### src/rtl/pc_gen_unit.sv
// PC generator: holds the architectural PC and resolves sequential, branch, jump, jump-register and
// return redirects in one cycle. Define PC_GEN_UNIT_RAS_EN to include the return-address stack.
module pc_gen_unit #(
  parameter int unsigned       ADDR_W     = 32,
  parameter int unsigned       IMM_W      = 16,
  parameter int unsigned       JIMM_W     = 26,
  parameter int unsigned       JUMP_SHIFT = 2,
  parameter int unsigned       PC_INC     = 1,
  parameter logic [ADDR_W-1:0] RESET_PC   = '0,
  parameter int unsigned       RAS_DEPTH  = 4
) (
  input  logic              clk,
  input  logic              rst_n,
  input  logic              stall,
  input  logic              jump,
  input  logic              jump_reg,
  input  logic              call,
  input  logic              ret,
  input  logic [2:0]        branch_op,
  input  logic              zero,
  input  logic              neg,
  input  logic [IMM_W-1:0]  imm,
  input  logic [JIMM_W-1:0] jimm,
  input  logic [ADDR_W-1:0] jr_addr,
  output logic [ADDR_W-1:0] pc,
  output logic              pc_src,
  output logic [ADDR_W-1:0] target_address,
  output logic              ras_ovf,
  output logic              ras_unf
);

  localparam int unsigned JW = JIMM_W + JUMP_SHIFT;
  // Bits of the current PC that survive a direct jump (region bits above the immediate).
  localparam logic [ADDR_W-1:0] JHiMask =
      (JW >= ADDR_W) ? '0 : ~((ADDR_W'(1) << JW) - ADDR_W'(1));

  typedef enum logic [2:0] {
    BrNone = 3'd0,
    BrEq   = 3'd1,
    BrNe   = 3'd2,
    BrLt   = 3'd3,
    BrGe   = 3'd4
  } br_op_e;

  logic [ADDR_W-1:0] pc_q;
  logic [ADDR_W-1:0] seq;
  logic [ADDR_W-1:0] btgt;
  logic [ADDR_W-1:0] jtgt;
  logic [ADDR_W-1:0] ret_tgt;
  logic              br_taken;

  assign seq  = pc_q + ADDR_W'(PC_INC);
  assign btgt = seq + ADDR_W'($signed(imm));
  assign jtgt = (pc_q & JHiMask) | (ADDR_W'(jimm) << JUMP_SHIFT);

  always_comb begin
    br_taken = 1'b0;
    case (branch_op)
      BrEq:    br_taken = zero;
      BrNe:    br_taken = ~zero;
      BrLt:    br_taken = neg;
      BrGe:    br_taken = ~neg;
      default: br_taken = 1'b0;
    endcase
  end

  always_comb begin
    pc_src         = 1'b1;
    target_address = '0;
    if (ret) begin
      target_address = ret_tgt;
    end else if (jump_reg) begin
      target_address = jr_addr;
    end else if (jump) begin
      target_address = jtgt;
    end else if (br_taken) begin
      target_address = btgt;
    end else begin
      pc_src = 1'b0;
    end
  end

  always_ff @(posedge clk or negedge rst_n) begin
    if (!rst_n) begin
      pc_q <= RESET_PC;
    end else if (!stall) begin
      pc_q <= pc_src ? target_address : seq;
    end
  end

  assign pc = pc_q;

`ifdef PC_GEN_UNIT_RAS_EN
  localparam int unsigned PtrW = (RAS_DEPTH > 2) ? $clog2(RAS_DEPTH) : 1;
  localparam logic [PtrW:0] RasFull = (PtrW + 1)'(RAS_DEPTH);

  // Entries are deliberately left uninitialised; only pointer and count are reset.
  logic [ADDR_W-1:0] ras_mem [RAS_DEPTH];
  logic [PtrW-1:0]   ras_ptr_q, ras_ptr_d;
  logic [PtrW:0]     ras_cnt_q, ras_cnt_d;
  logic              ras_ovf_q, ras_ovf_d;
  logic              ras_unf_q, ras_unf_d;
  logic [PtrW-1:0]   top_idx;
  logic [PtrW-1:0]   wr_idx;
  logic              wr_en;
  logic              ras_empty;
  logic              push;
  logic              pop;

  assign top_idx   = ras_ptr_q - PtrW'(1);
  assign ras_empty = (ras_cnt_q == '0);
  assign ret_tgt   = ras_empty ? jr_addr : ras_mem[top_idx];
  assign push      = call & (jump | jump_reg);
  assign pop       = ret & ~ras_empty;

  always_comb begin
    ras_ptr_d = ras_ptr_q;
    ras_cnt_d = ras_cnt_q;
    ras_ovf_d = ras_ovf_q;
    ras_unf_d = ras_unf_q;
    wr_en     = 1'b0;
    wr_idx    = ras_ptr_q;
    if (!stall) begin
      if (ret && ras_empty) begin
        ras_unf_d = 1'b1;
      end
      if (push && pop) begin
        // Pop then push: the top slot is simply rewritten.
        wr_en  = 1'b1;
        wr_idx = top_idx;
      end else if (pop) begin
        ras_ptr_d = ras_ptr_q - PtrW'(1);
        ras_cnt_d = ras_cnt_q - (PtrW + 1)'(1);
      end else if (push) begin
        wr_en     = 1'b1;
        ras_ptr_d = ras_ptr_q + PtrW'(1);
        if (ras_cnt_q == RasFull) begin
          ras_ovf_d = 1'b1;
        end else begin
          ras_cnt_d = ras_cnt_q + (PtrW + 1)'(1);
        end
      end
    end
  end

  always_ff @(posedge clk or negedge rst_n) begin
    if (!rst_n) begin
      ras_ptr_q <= '0;
      ras_cnt_q <= '0;
      ras_ovf_q <= 1'b0;
      ras_unf_q <= 1'b0;
    end else begin
      ras_ptr_q <= ras_ptr_d;
      ras_cnt_q <= ras_cnt_d;
      ras_ovf_q <= ras_ovf_d;
      ras_unf_q <= ras_unf_d;
    end
  end

  always_ff @(posedge clk) begin
    if (wr_en) begin
      ras_mem[wr_idx] <= seq;
    end
  end

  assign ras_ovf = ras_ovf_q;
  assign ras_unf = ras_unf_q;
`else
  // Without the stack a return is just a register jump and call is ignored.
  logic unused_call;
  assign unused_call = call;
  assign ret_tgt     = jr_addr;
  assign ras_ovf     = 1'b0;
  assign ras_unf     = 1'b0;
`endif

endmodule

### config.mk
export PLATFORM = sky130hd
export DESIGN_NAME = pc_gen_unit
export DESIGN_NICKNAME = d
export VERILOG_FILES = /design/src/rtl/pc_gen_unit.sv
export SDC_FILE = /design/constraint.sdc
export NUM_CORES = 1
export LEC_CHECK = 0
export ABC_AREA = 1
export CAP_MARGIN = 20
export CORE_MARGIN = 10
export CORE_UTILIZATION = 51
export CTS_BUF_LIST = sky130_fd_sc_hd__clkbuf_8
export CTS_CLUSTER_DIAMETER = 80
export CTS_CLUSTER_SIZE = 20
export DETAILED_ROUTE_END_ITERATION = 12
export PLACE_DENSITY = 0.9
export SYNTH_ARGS = -nofsm -noshare
export SYNTH_HDL_FRONTEND = slang
export SYNTH_SLANG_ARGS = --single-unit
### constraint.sdc
create_clock -name clk -period 4.5 [get_ports clk]
set_input_delay 1.35 -clock clk [delete_from_list [all_inputs] [get_ports clk]]
set_output_delay 1.35 -clock clk [all_outputs]
set_load 0.005 [all_outputs]
==> summary.txt, run 1 <==
Status
  • Outcome: did not finish
  • Failed at: clock tree synthesis (4_1_cts)
  • Tool error: [ERROR DPL-0033] detailed placement checks failed during check placement.

Synth
  • Cells after Synth: between 1,000 and 1,500
  • Syn Area/Cell: ~5.3 um2
  • Mapped cell area: approximately 0.0058 mm2
  • Post-synth top flop: dfrtp_1
  • Post-synth EDFFs: 0
  • Synthesis warning total: 0
  • Netlist cell types: 43
  • Synth Register Bits: 32
  • Asr flop ratio synth: 1.00
  • Post-synthesis sequential area ratio: 0.139

Placed design
  • Port Buffers: between 100 and 150
  • DP HPWL: 21,000 um
  • GP Congestion: between 1 and 1.5

Floorplanning
  • Std-Cell Rows: 38
  • Die height: about 130 um
  • Starting density of the core: 0.526
  • IO Count: about 150
  • Die Wd: about 130 um

Clock tree
  • Post-CTS Setup Bufs: 88
  • Clock root cell: clkbuf_8
  • Bufs on Longest Clock Path: 2
  • CTS Sinks: 32
  • H-tree depth: 2
  • Total CTS buffers: 5
  • Hold buffers post-CTS: 0
  • Post-CTS sizing: 440
==> per-stage QoR <==
| step | util | instances | setup WS [ps] | area, um2 |
|---|---|---|---|---|
| 3_5_place_dp | 0.799 | 1540 | -963 | 8740 |
| 2_1_floorplan | - | 1093 | 265 | 5760 |
| 3_3_place_gp | 0.799 | 1540 | -884 | 8740 |
==> cell usage after synthesis (all sizes together) (2+ instances only) <==
cell type / instances / share of area
nand2: 452 / 0.30
inv: 201 / 0.13
nor2: 93 / 0.069
nand3: 59 / 0.053
a21oi: 44 / 0.038
o21ai: 42 / 0.037
ha: 38 / 0.083
dfrtp: 32 / 0.14
xor2: 21 / 0.033
nor3: 19 / 0.017
or2: 18 / 0.020
buf: 13 / 0.012
clkbuf: 12 / 0.0078
nand4: 12 / 0.013
o21bai: 7 / 0.0091
nand3b: 4 / 0.0052
xnor2: 4 / 0.0061
a31oi: 3 / 0.0033
a21o: 2 / 0.0026
and2: 2 / 0.0022
and3: 2 / 0.0022
nor3b: 2 / 0.0046
nor4: 2 / 0.0022
o22ai: 2 / 0.0022
==> kinds of logic after synthesis <==
logic type      Yosys count  synth area share
other cells               1          0.000652
compound gates          103            0.0966
buf+inv                 226             0.151
simple gates            666             0.487
flops                    32             0.139
fa+ha+maj                39            0.0861
xor+xnor                 25            0.0394
==> run 2, diff against run 1 <==
==> config.mk (replaced) <==
export PLATFORM = sky130hd
export DESIGN_NAME = pc_gen_unit
export DESIGN_NICKNAME = d
export VERILOG_FILES = /design/src/rtl/pc_gen_unit.sv
export SDC_FILE = /design/constraint.sdc
export NUM_CORES = 1
export LEC_CHECK = 0
export ABC_AREA = 1
export CAP_MARGIN = 20
export CORE_MARGIN = 10
export CORE_UTILIZATION = 40
export DETAILED_ROUTE_END_ITERATION = 12
export PLACE_DENSITY_LB_ADDON = 0.15
export SYNTH_ARGS = -nofsm -noshare
export SYNTH_HDL_FRONTEND = slang
export SYNTH_SLANG_ARGS = --single-unit
==> run 2 against run 1 <==
Effect of this change: the flow now finishes, with violations (negative setup slack); synthesized area is the same; synthesized cell count unchanged.
==> summary.txt, run 2 <==
Status
  • Outcome: finished with violations
  • Failing checks: negative setup slack

Detailed routing
  • Via count of the routed design: 10,300
  • DR WL/cell: between 20 and 25 um
  • First-pass DRT Iterations: 6
  • First DRT Iteration DRCs: about 1,500
  • Post-Route WL: 40,300 um
  • DRC Markers: 0
  • Vias per cell: 5.87
  • Post-route ant nets: 0

Pwr
  • LEAKAGE: around 0.0064 uW
  • Cell Int Power: 1670 uW
  • Pwr/cell area: around 250 mW/mm2
  • Sw frac: 0.466
  • Clk pwr share: 0.117
  • Comb power frac: 0.765
  • P_sw: ~1500 uW
  • Worst VDD drop: between 0.3 and 0.4 mV
  • Reg power frac: 0.118
  • Total power: between 3000 and 4000 uW

Floorplanning
  • Starting density of the core: 0.411
  • Full die area: a little under 0.02 mm2
  • Die height: 140 um
  • Std-Cell Rows: 43
  • IO Count: roughly 150
  • Core ar.: around 0.014 mm2
  • Die Wd: around 140 um

Layout
  • Filler cells: just over 600
  • Fin nets: 1,692
  • Share of layout cells above drive strength 1: 0.523
  • Commonest non-fill, non-tap cell in the layout: nand2_1
  • Number of flip-flops under the largest register name: 32
  • Most frequent cells in the layout: nand2_1, buf_4, inv_1
  • Area growth syn-to-layout: 115%

Setup path
  • Length in cells of the worst reg-to-reg path: 36
  • Crit path to: target_address[29]
  • CP Class: flip-flop to output pin
  • Setup crit start: pc[14]
  • Flop2flop setup slack: -290 ps
  • Worst-path fanout max: 4
  • RR Startpoint: pc[1]
  • Worst Setup End Kind: output pin
  • Req. time, crit path: between 3000 and 4000 ps
  • Critical Path AT: between 3000 and 4000 ps
  • Startpoint types: flip-flop
  • Reg2reg end: pc[13]

Clock tree
  • Clock root cell: clkbuf_16
  • Worst-Skew Late Latency: just under 300 ps
  • Total CTS buffers: 5
  • CTS Sinks: 32
  • Bufs on Longest Clock Path: 2
  • Clk slew on worst S/H paths: around 60 ps
  • H-tree depth: 2
  • Hold buffers post-CTS: 0
  • TritonCTS clock tree: yes

Placed design
  • GP Congestion: 1.00
  • Port Buffers: ~150
  • DP Worst Slack: -956 ps
  • DP HPWL: 20,400 um

Global routing
  • Total track usage: 0.305
  • Largest net degree at the start of global routing: between 40 and 50
  • Initial antenna violation count: 2
  • Total congestion overflow: 0
  • First-pass GRT wire length: 48,800 um
  • Number of global-route vias before repair: around 9,100

Synth
  • Post-synth top flop: dfrtp_1
  • Post-synth EDFFs: 0
  • Most frequent cells after synthesis: nand2_1, inv_1, nor2_1
  • Post-synthesis sequential area ratio: 0.139
  • Synthesis warning total: 0
  • Syn Area/Cell: approximately 5.3 um2
  • Synth top area cells: nand2_1, dfrtp_1, inv_1
  • Cells after Synth: approximately 1,100
  • Synth Register Bits: 32
  • Post-synth top area share: 0.290
  • Yosys top cell by area: nand2_1
  • Asr flop ratio synth: 1.00
  • Mapped cell area: around 0.0058 mm2
  • Netlist cell types: 43
  • Most frequent cell after synthesis: nand2_1

Timing
  • RSZ-0062 raised after global routing: true
  • Setup-failing EPs final: 28
  • Setup TNS: -10,330 ps
  • Slew margin rel.: 0.561
  • Period utilization: 1.15
  • Fmax: between 150 and 200 MHz
  • Final Hold Fails: 0
  • Fin worst setup slack: -656 ps
  • Worst clock skew: 12.3 ps
  • Tmin final: 5160 ps
  • Worst slew pin tran: ~660 ps
  • Slew Viols, Final: 0

Worst hold path
  • Worst Hold Class: flip-flop to flip-flop

Job
  • Max-Cap Viols: 0
[run 2: worst min-delay path by stage]
stage / cells after the start / endpoint / start
finish: 2 / pc[30] / pc[30]
global route: 2 / pc[12] / pc[12]
CTS: 2 / pc[12] / pc[12]
detailed placement: 2 / pc[2] / pc[2]
global placement: 2 / pc[2] / pc[2]
floorplan: 2 / pc[29] / pc[29]
[run 2: per-layer routing]
metal,vias to the layer above,routed length (um),GRT usage
met1,4677,13700,0.373
met4,0,4120,0.132
met5,-,0,0
li1,4292,-,-
met3,378,4380,0.0467
met2,914,18100,0.518
[run 2: logic make-up (layout without fill, tap and decap cells)]
logic type	count (synthesis)	in the layout	synth area share
other	1	4	0.000652
buffers and inverters	226	700	0.151
AOI/OAI and AO/OA	103	103	0.0966
xor gates and xnor gates	25	25	0.0394
and+or+nand+nor	666	666	0.487
adders and majority gates	39	39	0.0861
DFF	32	32	0.139
[run 2: worst max-delay path, stage by stage, from the launching register on]
cell and delay, ps:
dfrtp_1 420, inv_1 100, nor3_1 300, buf_4 180, nand2_1 60, nor3_2 130
nand4_1 230, xor2_1 320, inv_1 170, ha_4 270, a21oi_1 230, nor2_1 100
nor2_1 130, nand2_1 90, a21oi_2 170, nand2_2 80, nand2_1 80, nand3_2 120
nand2_2 110, nand2_2 70, inv_2 50, buf_6 90
[run 2: cell type report]
class / instances / area [um2] / share of cell area
diodes: 2 / 5.00 / 0.000404
multi-input cells: 835 / 6200 / 0.501
repair buffers: 492 / 4230 / 0.342
flip-flops and latches: 32 / 802 / 0.0648
clock buffers: 7 / 153 / 0.0123
well taps: 180 / 225 / 0.0182
inverters: 201 / 767 / 0.0620
[run 2: power groups by stage]
stage / logic, uW / clock network (uW) / registers, uW
final: 2390 / 365 / 369
after detailed placement: 1350 / 0 / 366
after global placement: 1330 / 0 / 366
after floorplan: 619 / 0 / 376
after CTS: 1800 / 359 / 362
after global routing: 2480 / 379 / 372
[run 2: per-stage QoR]
step	hold WS [ps]	instance area, um2	util	std cells
after floorplan	531	5760	-	1093
after global placement	547	8880	0.635	1594
after detailed placement	565	8880	0.635	1594
after CTS	590	11200	0.800	1715
after global routing	632	12400	0.885	1749
final	610	12400	0.885	1749
[run 2: repair_timing]
action                                  4_1_cts  5_1_grt
buffers inserted                            114       50
endpoints found under the setup margin       32       37
pin swaps                                   116      181
resized for setup                           446      278
cloned                                        2        0
endpoints found under the hold margin         0        0
Power figures use the tool's default switching activity.
